<file path="config.mk">
export PLATFORM = sky130hd
export DESIGN_NAME = jk_reg_sequencer
export DESIGN_NICKNAME = d
export VERILOG_FILES = /design/src/rtl/jk_reg_sequencer.sv
export SDC_FILE = /design/constraint.sdc
export NUM_CORES = 1
export LEC_CHECK = 0
export CAP_MARGIN = 20
export CORE_MARGIN = 2
export CORE_UTILIZATION = 45
export CTS_CLUSTER_SIZE = 40
export DETAILED_ROUTE_END_ITERATION = 16
export HOLD_SLACK_MARGIN = 0.15
export PLACE_DENSITY = 0.85
export RECOVER_POWER = 50
export SYNTH_ARGS = -nofsm -noshare
export SYNTH_HDL_FRONTEND = slang
export SYNTH_SLANG_ARGS = --single-unit
export TNS_END_PERCENT = 30
</file>
<file path="constraint.sdc">
create_clock -name clk -period 3.65 [get_ports clk]
set_clock_uncertainty 0.15 [all_clocks]
set_input_delay 0.73 -clock clk [delete_from_list [all_inputs] [get_ports clk]]
set_output_delay 0.73 -clock clk [all_outputs]
set_load 0.03 [all_outputs]
</file>
<file path="src/rtl/jk_reg_sequencer.sv">
// Command-driven JK register bank sequencer; q updates 1 cycle after accept (N cycles for counted ops), done 1 cycle later.
// Backpressure: cmd_ready is high only in IDLE; cmd_valid while busy is ignored, so the host holds it until accepted.
module jk_reg_sequencer #(
  parameter int WIDTH = 4,
  parameter int CNT_W = 4
) (
  input  logic             clk,
  input  logic             reset,
  input  logic             cmd_valid,
  output logic             cmd_ready,
  input  logic [2:0]       cmd_op,
  input  logic [WIDTH-1:0] cmd_data,
  input  logic [CNT_W-1:0] cmd_cnt,
  output logic [WIDTH-1:0] q,
  output logic [WIDTH-1:0] j_bus,
  output logic [WIDTH-1:0] k_bus,
  output logic             busy,
  output logic             done
);

  typedef enum logic [1:0] {IDLE, EXEC, DONE} state_t;

  localparam logic [2:0] OP_LOAD   = 3'd1;
  localparam logic [2:0] OP_CLEAR  = 3'd2;
  localparam logic [2:0] OP_SET    = 3'd3;
  localparam logic [2:0] OP_TOGGLE = 3'd4;
  localparam logic [2:0] OP_SHL    = 3'd5;
  localparam logic [2:0] OP_CNTUP  = 3'd6;

  state_t           state_q, state_d;
  logic [2:0]       op_q, op_d;
  logic [WIDTH-1:0] data_q, data_d;
  logic [CNT_W-1:0] rem_q, rem_d;
  logic [WIDTH-1:0] q_q, q_d;
  logic [WIDTH-1:0] next_val;
  logic             cmd_multi;

  always_ff @(posedge clk or posedge reset) begin
    if (reset) begin
      state_q <= IDLE;
      op_q    <= '0;
      data_q  <= '0;
      rem_q   <= '0;
      q_q     <= '0;
    end else begin
      state_q <= state_d;
      op_q    <= op_d;
      data_q  <= data_d;
      rem_q   <= rem_d;
      q_q     <= q_d;
    end
  end

  // J/K only leave zero in EXEC; the JK storage then follows Qn = J&~Q | ~K&Q.
  always_comb begin
    j_bus    = '0;
    k_bus    = '0;
    next_val = '0;
    if (state_q == EXEC) begin
      case (op_q)
        OP_LOAD: begin
          j_bus = data_q;
          k_bus = ~data_q;
        end
        OP_CLEAR:  k_bus = '1;
        OP_SET:    j_bus = '1;
        OP_TOGGLE: begin
          j_bus = data_q;
          k_bus = data_q;
        end
        OP_SHL: begin
          next_val = {q_q[WIDTH-2:0], data_q[0]};
          j_bus    = next_val;
          k_bus    = ~next_val;
        end
        OP_CNTUP: begin
          next_val = q_q + WIDTH'(1);
          j_bus    = next_val;
          k_bus    = ~next_val;
        end
        default: begin
          j_bus = '0;
          k_bus = '0;
        end
      endcase
    end
    q_d = (j_bus & ~q_q) | (~k_bus & q_q);
  end

  assign cmd_multi = (cmd_op == OP_SHL) || (cmd_op == OP_CNTUP);

  always_comb begin
    state_d = state_q;
    op_d    = op_q;
    data_d  = data_q;
    rem_d   = rem_q;
    case (state_q)
      IDLE: begin
        if (cmd_valid) begin
          op_d   = cmd_op;
          data_d = cmd_data;
          if (!cmd_multi) begin
            rem_d   = CNT_W'(1);
            state_d = EXEC;
          end else if (cmd_cnt == '0) begin
            // Zero-count repeat ops skip EXEC so q is never touched.
            rem_d   = '0;
            state_d = DONE;
          end else begin
            rem_d   = cmd_cnt;
            state_d = EXEC;
          end
        end
      end
      EXEC: begin
        rem_d = rem_q - CNT_W'(1);
        if (rem_q == CNT_W'(1)) state_d = DONE;
      end
      DONE:    state_d = IDLE;
      default: state_d = IDLE;
    endcase
  end

  assign q         = q_q;
  assign cmd_ready = (state_q == IDLE);
  assign busy      = (state_q != IDLE);
  assign done      = (state_q == DONE);

endmodule

</file>
==> flow_summary_export.csv, run 1 <==
group,metric,value,unit
global_routing,grt_use_total,18.99,%
worst_setup_path,reg2reg_setup_slack,1.77,ns
sta,fmax,298.1,MHz
die,start_util,48.10,%
sta,fin_crit_sh,91.90,%
global_routing,grt_pass1_vias,1115,
final_layout,final_common_cell,"nand2_1",
final_layout,drive_gt1_share,5.233,%
clock_network,cts_tree,"built",
clock_network,hold_buffers,0,
clock_network,clock_latency,0.29,ns
place,place_hpwl,2234,microns
die,die_y,55.69,microns
worst_setup_path,critPathMaxFanout,9,
die,ios,29,
logic_synthesis,yosys_warnings,0,
sta,period_needed,3.354,ns
sta,worst_pin_slew,0.6809,ns
logic_synthesis,synthesis.nets,165,
global_routing,grt_start_max_net_pins,25,
sta,slew_headroom,54.61,%
global_routing,overflow,0,
hold_path,hold_depth,2,
place,placed_area,1479,sq um
final_layout,postLayoutCellArea,1506,sq um
pwr,p_leak,0.6403,nW
worst_setup_path,reg2reg_from,"state_q[0]",
logic_synthesis,synthesis.area,1202,sq um
die,die_w,55.69,microns
final_layout,antenna_cells,0,
worst_setup_path,worst-setup-path-type,"flop to output pin",
sta,setup_viol,0,
clock_network,ctsResizeCount,0,
global_routing,antenna_found_initial,0,
drt,drc,0,
sta,hold_violations,0,
drt,ant_nets,0,
hold_path,min_from,"data_q[0]",
final_layout,most-common-layout-cells,"nand2_1 (29), clkdlybuf4s50_1 (26), dfrtp_1 (17)",
logic_synthesis,syn_inst,148,
clock_network,clock-sinks,17,
clock_network,post-cts-setup-buffers,0,
drt,wl_per_cell,14.81,microns
outcome,status,"finished clean",
worst_setup_path,worstReg2RegEnd,"q[0]",
logic_synthesis,synth-edff-count,0,
clock_network,cts_buffers,3,
clock_network,clkTransAtPathRegs,0.11,ns
worst_setup_path,crit_required,2.77,ns
final_layout,area_growth,25.29,%
sta,finalMaxSlewViolations,0,
drt,drt_wl_total,2992,microns
hold_path,hold_class,"flop to flop",
worst_setup_path,start_kind,"flop",
place,gp_congestion,0.8818,
die,fp-row-count,18,
pwr,max-vdd-ir-drop,0.5158,mV
logic_synthesis,synth_top_area_cell,"dfrtp_1",
sta,tns,0,ns
final_layout,final_nets,190,
logic_synthesis,ys.flop_type,"dfrtp_1",
worst_setup_path,ff2ff_path_depth,5,
clock_network,clockBufferDepth,2,
logic_synthesis,synth-async-reset-ratio,100.0,%
drt,drt_iter0_markers,36,
worst_setup_path,cp-end-kind,"output pin",
logic_synthesis,synth.distinct_cells,42,
worst_setup_path,cp_data_arrival_time,2.47,ns
drt,first_pass_iters,4,
global_routing,grt_pass1_wl,4830,microns
logic_synthesis,yosys-top-cells-area,"dfrtp_1 (35%), nand2_1 (9.1%), mux2i_1 (5.0%)",
hold_path,hold_end,"data_q[0]",
drt,viasPerCell,5.931,
clock_network,htreeDepth,1,
die,core,2500,sq um
logic_synthesis,syn_avg_cell_area,8.124,sq um
pwr,power_density,980.9,nW/um^2
die,fp.dieArea,3101,sq um
clock_network,clockRootBuffer,"clkbuf_4",
logic_synthesis,synth-seq-area-share,35.38,%
place,port_buffers,28,
sta,grt_setup_unrepaired,"no",
run,cap_violations,0,
logic_synthesis,synth_top_area_share,35.38,%
drt,num_vias,1198,
logic_synthesis,ys_ff_latch,17,
## registers in the layout, indices dropped and copies added, names as in the netlist
register and flops:
q 4, state_q 2, rem_q 4, op_q 3, data_q 4
## through the flow
step / util [%] / cells / hold slack [ns] / total power [mW] / worst slack [ns]
after floorplan: - / 148 / 0.3190 / 1.073 / 0.8354
after global placement: 59.16 / 198 / 0.3492 / 1.330 / 0.6899
after detailed placement: 59.16 / 198 / 0.3712 / 1.371 / 0.6416
after CTS: 60.26 / 202 / 0.3960 / 1.474 / 0.3112
after global routing: 60.26 / 202 / 0.4416 / 1.578 / 0.1897
final: 60.26 / 202 / 0.3902 / 1.478 / 0.2956
## cells in the mapped netlist (2+ instances only)
cell,count
nand2_1,29
dfrtp_1,17
a21oi_1,8
inv_1,8
nor2_1,8
o21ai_0,8
buf_2,6
mux2i_1,6
nand2b_1,5
ha_1,3
nand3_1,3
nand3b_1,3
nor2b_1,3
nor3_1,3
o22ai_1,3
a211oi_1,2
a311oi_1,2
a31o_2,2
buf_4,2
o211ai_1,2
o21a_1,2
or4_1,2
xor2_1,2
## how the worst max path moves through the flow
stage / startpoint / endpoint / slack, ns / cells past startpoint
after detailed placement: op_q[2] / k_bus[3] / 0.64 / 4
final: q[0] / k_bus[2] / 0.30 / 5
after global routing: op_q[2] / k_bus[1] / 0.19 / 4
after global placement: q[0] / k_bus[2] / 0.69 / 5
after floorplan: q[0] / k_bus[2] / 0.84 / 4
after CTS: q[0] / k_bus[2] / 0.31 / 5
## cells by family (layout without fill, tap and decap cells)
kind of cell / after synthesis / count (layout) / share of synthesized area (%)
xor+xnor: 3 / 3 / 2.186
fa+ha+maj: 3 / 3 / 3.122
compound gates: 39 / 39 / 21.96
simple gates: 63 / 63 / 25.81
flops: 17 / 17 / 35.38
mux: 6 / 6 / 4.995
buf+inv: 17 / 41 / 6.555
## report_power, final
group          leakage [nW]  switching (mW)  internal [mW]
logic                 0.412           0.520          0.403
registers             0.211           0.178          0.274
clock network        0.0177          0.0615         0.0406
## critical path, cell delays in order, from the launching register on
cell	delay (ns)
dfrtp_1	0.50
ha_1	0.26
xnor2_1	0.20
nor2b_1	0.07
o32ai_1	0.41
clkdlybuf4s50_1	0.75
## layout make-up
| type | count | area [sq um] |
|---|---|---|
| repair buffers | 29 | 287.8 |
| clock inverters | 1 | 5.005 |
| well taps | 30 | 37.54 |
| flip-flops and latches | 17 | 425.4 |
| fillers | 221 | 993.5 |
| inverters | 8 | 30.03 |
| clock buffers | 3 | 22.52 |
| multi-input cells | 114 | 698.2 |
## routing by layer
metal / vias to the layer above / wire length (microns) / global-route usage (%)
li1: 579 / - / -
met1: 569 / 1236 / 23.00
met2: 46 / 1516 / 33.33
met3: 4 / 189 / 3.256
met4: 0 / 48 / 7.317
met5: - / 0 / 0
Power figures use the tool's default switching activity.
==> inputs of run 2 (changes only) <==
RECOVER_POWER = not set   (was 50)
clock period = 3.49 ns   (was 3.65 ns; I/O delays follow)
==> flow_summary_export.csv, run 2 (synthesis results as in run 1) <==
group,metric,value,unit
final_layout,seqCellArea,425.4,sq um
outcome,status,"finished clean",
pwr,max-vdd-ir-drop,0.5519,mV
place,port_buffers,28,
worst_setup_path,cp_top_family,"flip-flops",
global_routing,grt_pass1_vias,1117,
clock_network,clockBufferDepth,2,
final_layout,final_common_cell,"nand2_1",
clock_network,clock-sinks,17,
worst_setup_path,crit_chain,"mux2i_1 > a221oi_1 > o21a_1 > clkdlybuf4s50_1",
global_routing,use_met1,23.00,%
worst_setup_path,max_stage_delay,0.79,ns
die,die_y,55.69,microns
die,die_w,55.69,microns
final_layout,antenna_cells,0,
pwr,p_switching,0.7937,mW
global_routing,grt_start_max_net_pins,25,
final_layout,fill_cells,233,
pwr,power.share.clock,7.1,%
die,fp-row-count,18,
global_routing,grt_busiest_layer,"met2",
sta,setup_viol,0,
final_layout,fin_util,60.21,%
sta,grt_setup_unrepaired,"no",
final_layout,multi_input_area,698.2,sq um
drt,ant_nets,0,
pwr,combPwrFrac,62.3,%
die,start_util,48.10,%
final_layout,area_growth,25.18,%
drt,first_pass_iters,4,
die,core,2500,sq um
global_routing,antenna_found_initial,0,
hold_path,hold_class,"flop to flop",
global_routing,grt_pass1_wl,4816,microns
worst_setup_path,critPathMaxFanout,24,
sta,fmax,301.4,MHz
clock_network,htreeDepth,1,
drt,viasPerCell,5.975,
global_routing,grt_use_total,19.29,%
place,place_hpwl,2217,microns
worst_setup_path,worst-setup-path-type,"flop to output pin",
clock_network,clkTransAtPathRegs,0.10,ns
run,cap_violations,0,
sta,period_needed,3.317,ns
clock_network,clockRootBuffer,"clkbuf_4",
worst_setup_path,start_kind,"flop",
final_layout,final_nets,190,
place,gp_congestion,0.8585,
pwr,p_seq_share,30.7,%
global_routing,use_met3,2.558,%
clock_network,clock_latency,0.29,ns
sta,finalMaxSlewViolations,0,
worst_setup_path,cp-end-kind,"output pin",
worst_setup_path,critPathBufInv,1,
drt,wl_per_cell,14.93,microns
die,ios,29,
drt,drc,0,
clock_network,hold_buffers,0,
final_layout,most-common-layout-cells,"nand2_1 (29), clkdlybuf4s50_1 (28), dfrtp_1 (17)",
worst_setup_path,cp_data_arrival_time,2.47,ns
pwr,p_int,0.7526,mW
global_routing,globalRouteMet2Util,33.67,%
sta,fin_crit_sh,95.05,%
worst_setup_path,crit_required,2.64,ns
pwr,power_density,1027,nW/um^2
sta,hold_violations,0,
pwr,switching_share,51.33,%
die,fp.dieArea,3101,sq um
worst_setup_path,cpMaxStageDelayCell,"dfrtp_1",
clock_network,cts_buffers,3,
pwr,p_leak,0.6379,nW
clock_network,post-cts-setup-buffers,0,
clock_network,ctsResizeCount,0,
global_routing,overflow,0,
sta,tns,0,ns
sta,slew_headroom,54.75,%
drt,drt_wl_total,3015,microns
drt,drt_iter0_markers,35,
clock_network,cts_tree,"built",
sta,worst_pin_slew,0.6788,ns
drt,num_vias,1207,
final_layout,drive_gt1_share,4.651,%
## run 2: per-stage QoR
stage	setup slack, ns	hold WS (ns)	instances	area [sq um]	total power, mW
floorplan	0.7074	0.3190	148	1202	1.122
global route	0.05024	0.4230	202	1505	1.651
finish	0.1727	0.4078	202	1505	1.546
global placement	0.5554	0.3479	198	1479	1.391
detailed placement	0.5229	0.3786	198	1479	1.431
CTS	0.1825	0.3992	202	1505	1.542
## run 2: routing by layer
layer,vias to the layer above,wire length (microns)
li1,579,-
met1,572,1276
met2,47,1505
met3,9,166
met4,0,67
met5,-,0
## run 2: power by group through the flow
stage	sequential, mW	combinational, mW	clock (mW)
global route	0.492	1.04	0.116
floorplan	0.403	0.719	0
detailed placement	0.470	0.961	0
finish	0.474	0.963	0.109
global placement	0.459	0.931	0
CTS	0.466	0.963	0.112
## run 2: worst paths after layout
path                       slack (ns)  startpoint  cells past startpoint  endpoint
max                              0.17     op_q[2]                      4  k_bus[3]
min                              0.41    rem_q[2]                      1  rem_q[2]
max reg2reg                      1.64  state_q[0]                      5      q[0]
min reg2reg                      0.41    rem_q[2]                      1  rem_q[2]
max in group asynchronous        2.12       reset                      2      q[2]
min in group asynchronous        0.64       reset                      2  rem_q[0]
## run 2: worst register-to-register path, cell delays in order, from the launching register on
cell and delay [ns]:
dfrtp_1 0.42, nor2b_1 0.34, buf_4 0.22, nand2_1 0.07, or4_1 0.50, o21ai_0 0.08
## run 2: area by class of cell
class | instances | share of cell area (%)
Clock buffer | 4 | 1.746
Inverter | 8 | 1.995
Multi-Input combinational cell | 114 | 46.38
Sequential cell | 17 | 28.26
Tap cell | 30 | 2.494
Timing Repair Buffer | 29 | 19.12
==> inputs of run 3 (changes only) <==
ABC_AREA = 1   (was not set)
MAX_ROUTING_LAYER = met4   (was not set)
PLACE_DENSITY = 0.84   (was 0.85)
REMOVE_ABC_BUFFERS = 1   (was not set)
==> flow_summary_export.csv, run 3 <==
group,metric,value,unit
outcome,status,"finished clean",
pwr,switching_share,53.41,%
final_layout,fin_util,57.80,%
hold_path,hold_class,"flop to flop",
final_layout,final_nets,232,
place,place_hpwl,2174,microns
drt,num_vias,1230,
clock_network,hold_buffers,0,
drt,drc,0,
final_layout,antenna_cells,0,
drt,wl_per_cell,11.44,microns
pwr,p_int,0.7431,mW
global_routing,overflow,0,
worst_setup_path,critPathBufInv,3,
logic_synthesis,syn_inst,185,
die,die_y,56.76,microns
worst_setup_path,crit_chain,"inv_1 > nand3_1 > o21a_1 > o21ai_2 > inv_1 > nor2_1 > clkdlybuf4s50_1",
place,gp_congestion,0.9332,
logic_synthesis,syn_avg_cell_area,6.770,sq um
sta,finalMaxSlewViolations,0,
die,ios,29,
drt,viasPerCell,5.020,
sta,slew_headroom,54.32,%
drt,drt_wl_total,2803,microns
global_routing,grt_pass1_wl,4968,microns
logic_synthesis,synth_top_area_cell,"dfrtp_1",
worst_setup_path,cp_top_family,"buffers and inverters",
worst_setup_path,cp-end-kind,"output pin",
clock_network,clkTransAtPathRegs,0.11,ns
clock_network,ctsResizeCount,0,
worst_setup_path,critPathMaxFanout,12,
die,start_util,46.21,%
logic_synthesis,synth_common_cells,"nand2_1 (55), inv_1 (32), nand3_1 (21)",
logic_synthesis,synth.distinct_cells,24,
clock_network,clock_latency,0.29,ns
final_layout,area_growth,25.07,%
final_layout,fill_cells,291,
die,fp.dieArea,3221,sq um
sta,fin_crit_sh,90.37,%
worst_setup_path,cpMostUsedCell,"inv_1",
logic_synthesis,ys_ff_latch,17,
global_routing,grt_start_max_net_pins,18,
logic_synthesis,yosys_warnings,0,
pwr,combPwrFrac,66.3,%
clock_network,clockBufferDepth,2,
run,cap_violations,0,
drt,drt_iter0_markers,36,
sta,worst_pin_slew,0.6844,ns
clock_network,htreeDepth,1,
worst_setup_path,cp_data_arrival_time,2.31,ns
pwr,p_seq_share,26.8,%
sta,fin_hold_ws,0.3770,ns
logic_synthesis,synth-edff-count,0,
sta,grt_setup_unrepaired,"no",
drt,first_pass_iters,4,
worst_setup_path,worst-setup-path-type,"flop to output pin",
logic_synthesis,yosys-top-cells-area,"dfrtp_1 (34%), nand2_1 (16%), inv_1 (9.6%)",
logic_synthesis,synth-seq-area-share,33.97,%
pwr,p_switching,0.8517,mW
sta,fmax,317.1,MHz
worst_setup_path,crit_required,2.64,ns
die,core,2710,sq um
place,port_buffers,28,
drt,ant_nets,0,
logic_synthesis,synth.most_common_cell,"nand2_1",
sta,setup_viol,0,
final_layout,final_common_cell,"nand2_1",
worst_setup_path,max_stage_delay,0.67,ns
logic_synthesis,synth-async-reset-ratio,100.0,%
global_routing,antenna_found_initial,0,
logic_synthesis,synthesis.area,1252,sq um
die,fp-row-count,19,
clock_network,clockRootBuffer,"clkbuf_4",
pwr,max-vdd-ir-drop,0.6543,mV
pwr,power.share.clock,6.9,%
worst_setup_path,cpMaxStageDelayCell,"clkdlybuf4s50_1",
sta,hold_violations,0,
logic_synthesis,ys.flop_type,"dfrtp_1",
final_layout,most-common-layout-cells,"nand2_1 (55), inv_1 (32), clkdlybuf4s50_1 (28)",
final_layout,drive_gt1_share,8.411,%
global_routing,grt_use_total,19.79,%
sta,tns,0,ns
die,die_w,56.76,microns
clock_network,cts_tree,"built",
sta,period_needed,3.154,ns
pwr,power_density,1018,nW/um^2
clock_network,cts_buffers,3,
global_routing,grt_pass1_vias,1140,
clock_network,clock-sinks,17,
pwr,p_leak,0.8192,nW
logic_synthesis,synth_top_area_share,33.97,%
clock_network,post-cts-setup-buffers,0,
worst_setup_path,start_kind,"flop",
run 3: worst min-delay path, stage by stage (launching register included):
cell	delay [ns]
dfrtp_1	0.36
nand2_1	0.06
o211ai_1	0.08
run 3: cell families (layout without fill, tap and decap cells):
group                      Yosys count  in the layout  synth area share [%]
AOI/OAI and AO/OA                   26             26                 12.49
adders and majority gates            3              3                 2.997
buffers and inverters               38             67                 13.39
DFF                                 17             17                 33.97
and+or+nand+nor                    101            101                 37.16
run 3: layer usage:
metal	global-route usage (%)	part of all wire (%)	vias up
li1	-	-	646
met1	27.52	51	557
met2	30.73	46	25
met3	2.304	2.7	2
met4	5.316	0.46	0
met5	-	0	-
run 3: final timing paths:
kind,start,endpoint,slack [ns],depth (start not counted)
worst max-delay path,op_q[2],j_bus[0],0.34,7
worst min-delay path,rem_q[1],rem_q[1],0.38,2
worst max register to register,op_q[2],q[1],1.85,7
worst min register to register,rem_q[1],rem_q[1],0.38,2
max in group asynchronous,reset,q[0],2.11,2
min in group asynchronous,reset,q[3],0.64,2
run 3: layout make-up:
cell class                 count  area, sq um  share of cell area, %
timing repair buffer          29        287.8                  18.37
clock buffer                   3        22.52                  1.438
sequential                    17        425.4                  27.16
inverter                      34        127.6                  8.147
tap                           31        38.79                  2.476
multi-input combinational    130        659.4                  42.09
clock inverter                 1        5.005                 0.3195
run 3: through the flow:
stage | instances | worst slack [ns] | power, mW | instance area [sq um]
4_1_cts | 245 | 0.3382 | 1.605 | 1567
3_3_place_gp | 241 | 0.6983 | 1.480 | 1539
6_report | 245 | 0.3361 | 1.595 | 1567
3_5_place_dp | 241 | 0.7096 | 1.487 | 1539
2_1_floorplan | 181 | 1.113 | 1.139 | 1212
5_1_grt | 245 | 0.1673 | 1.751 | 1567
run 3: power groups by stage:
stage	clock network (mW)	registers, mW	logic (mW)
finish	0.110	0.427	1.06
global route	0.125	0.448	1.18
CTS	0.115	0.426	1.06
detailed placement	0	0.430	1.06
global placement	0	0.429	1.05
floorplan	0	0.438	0.701
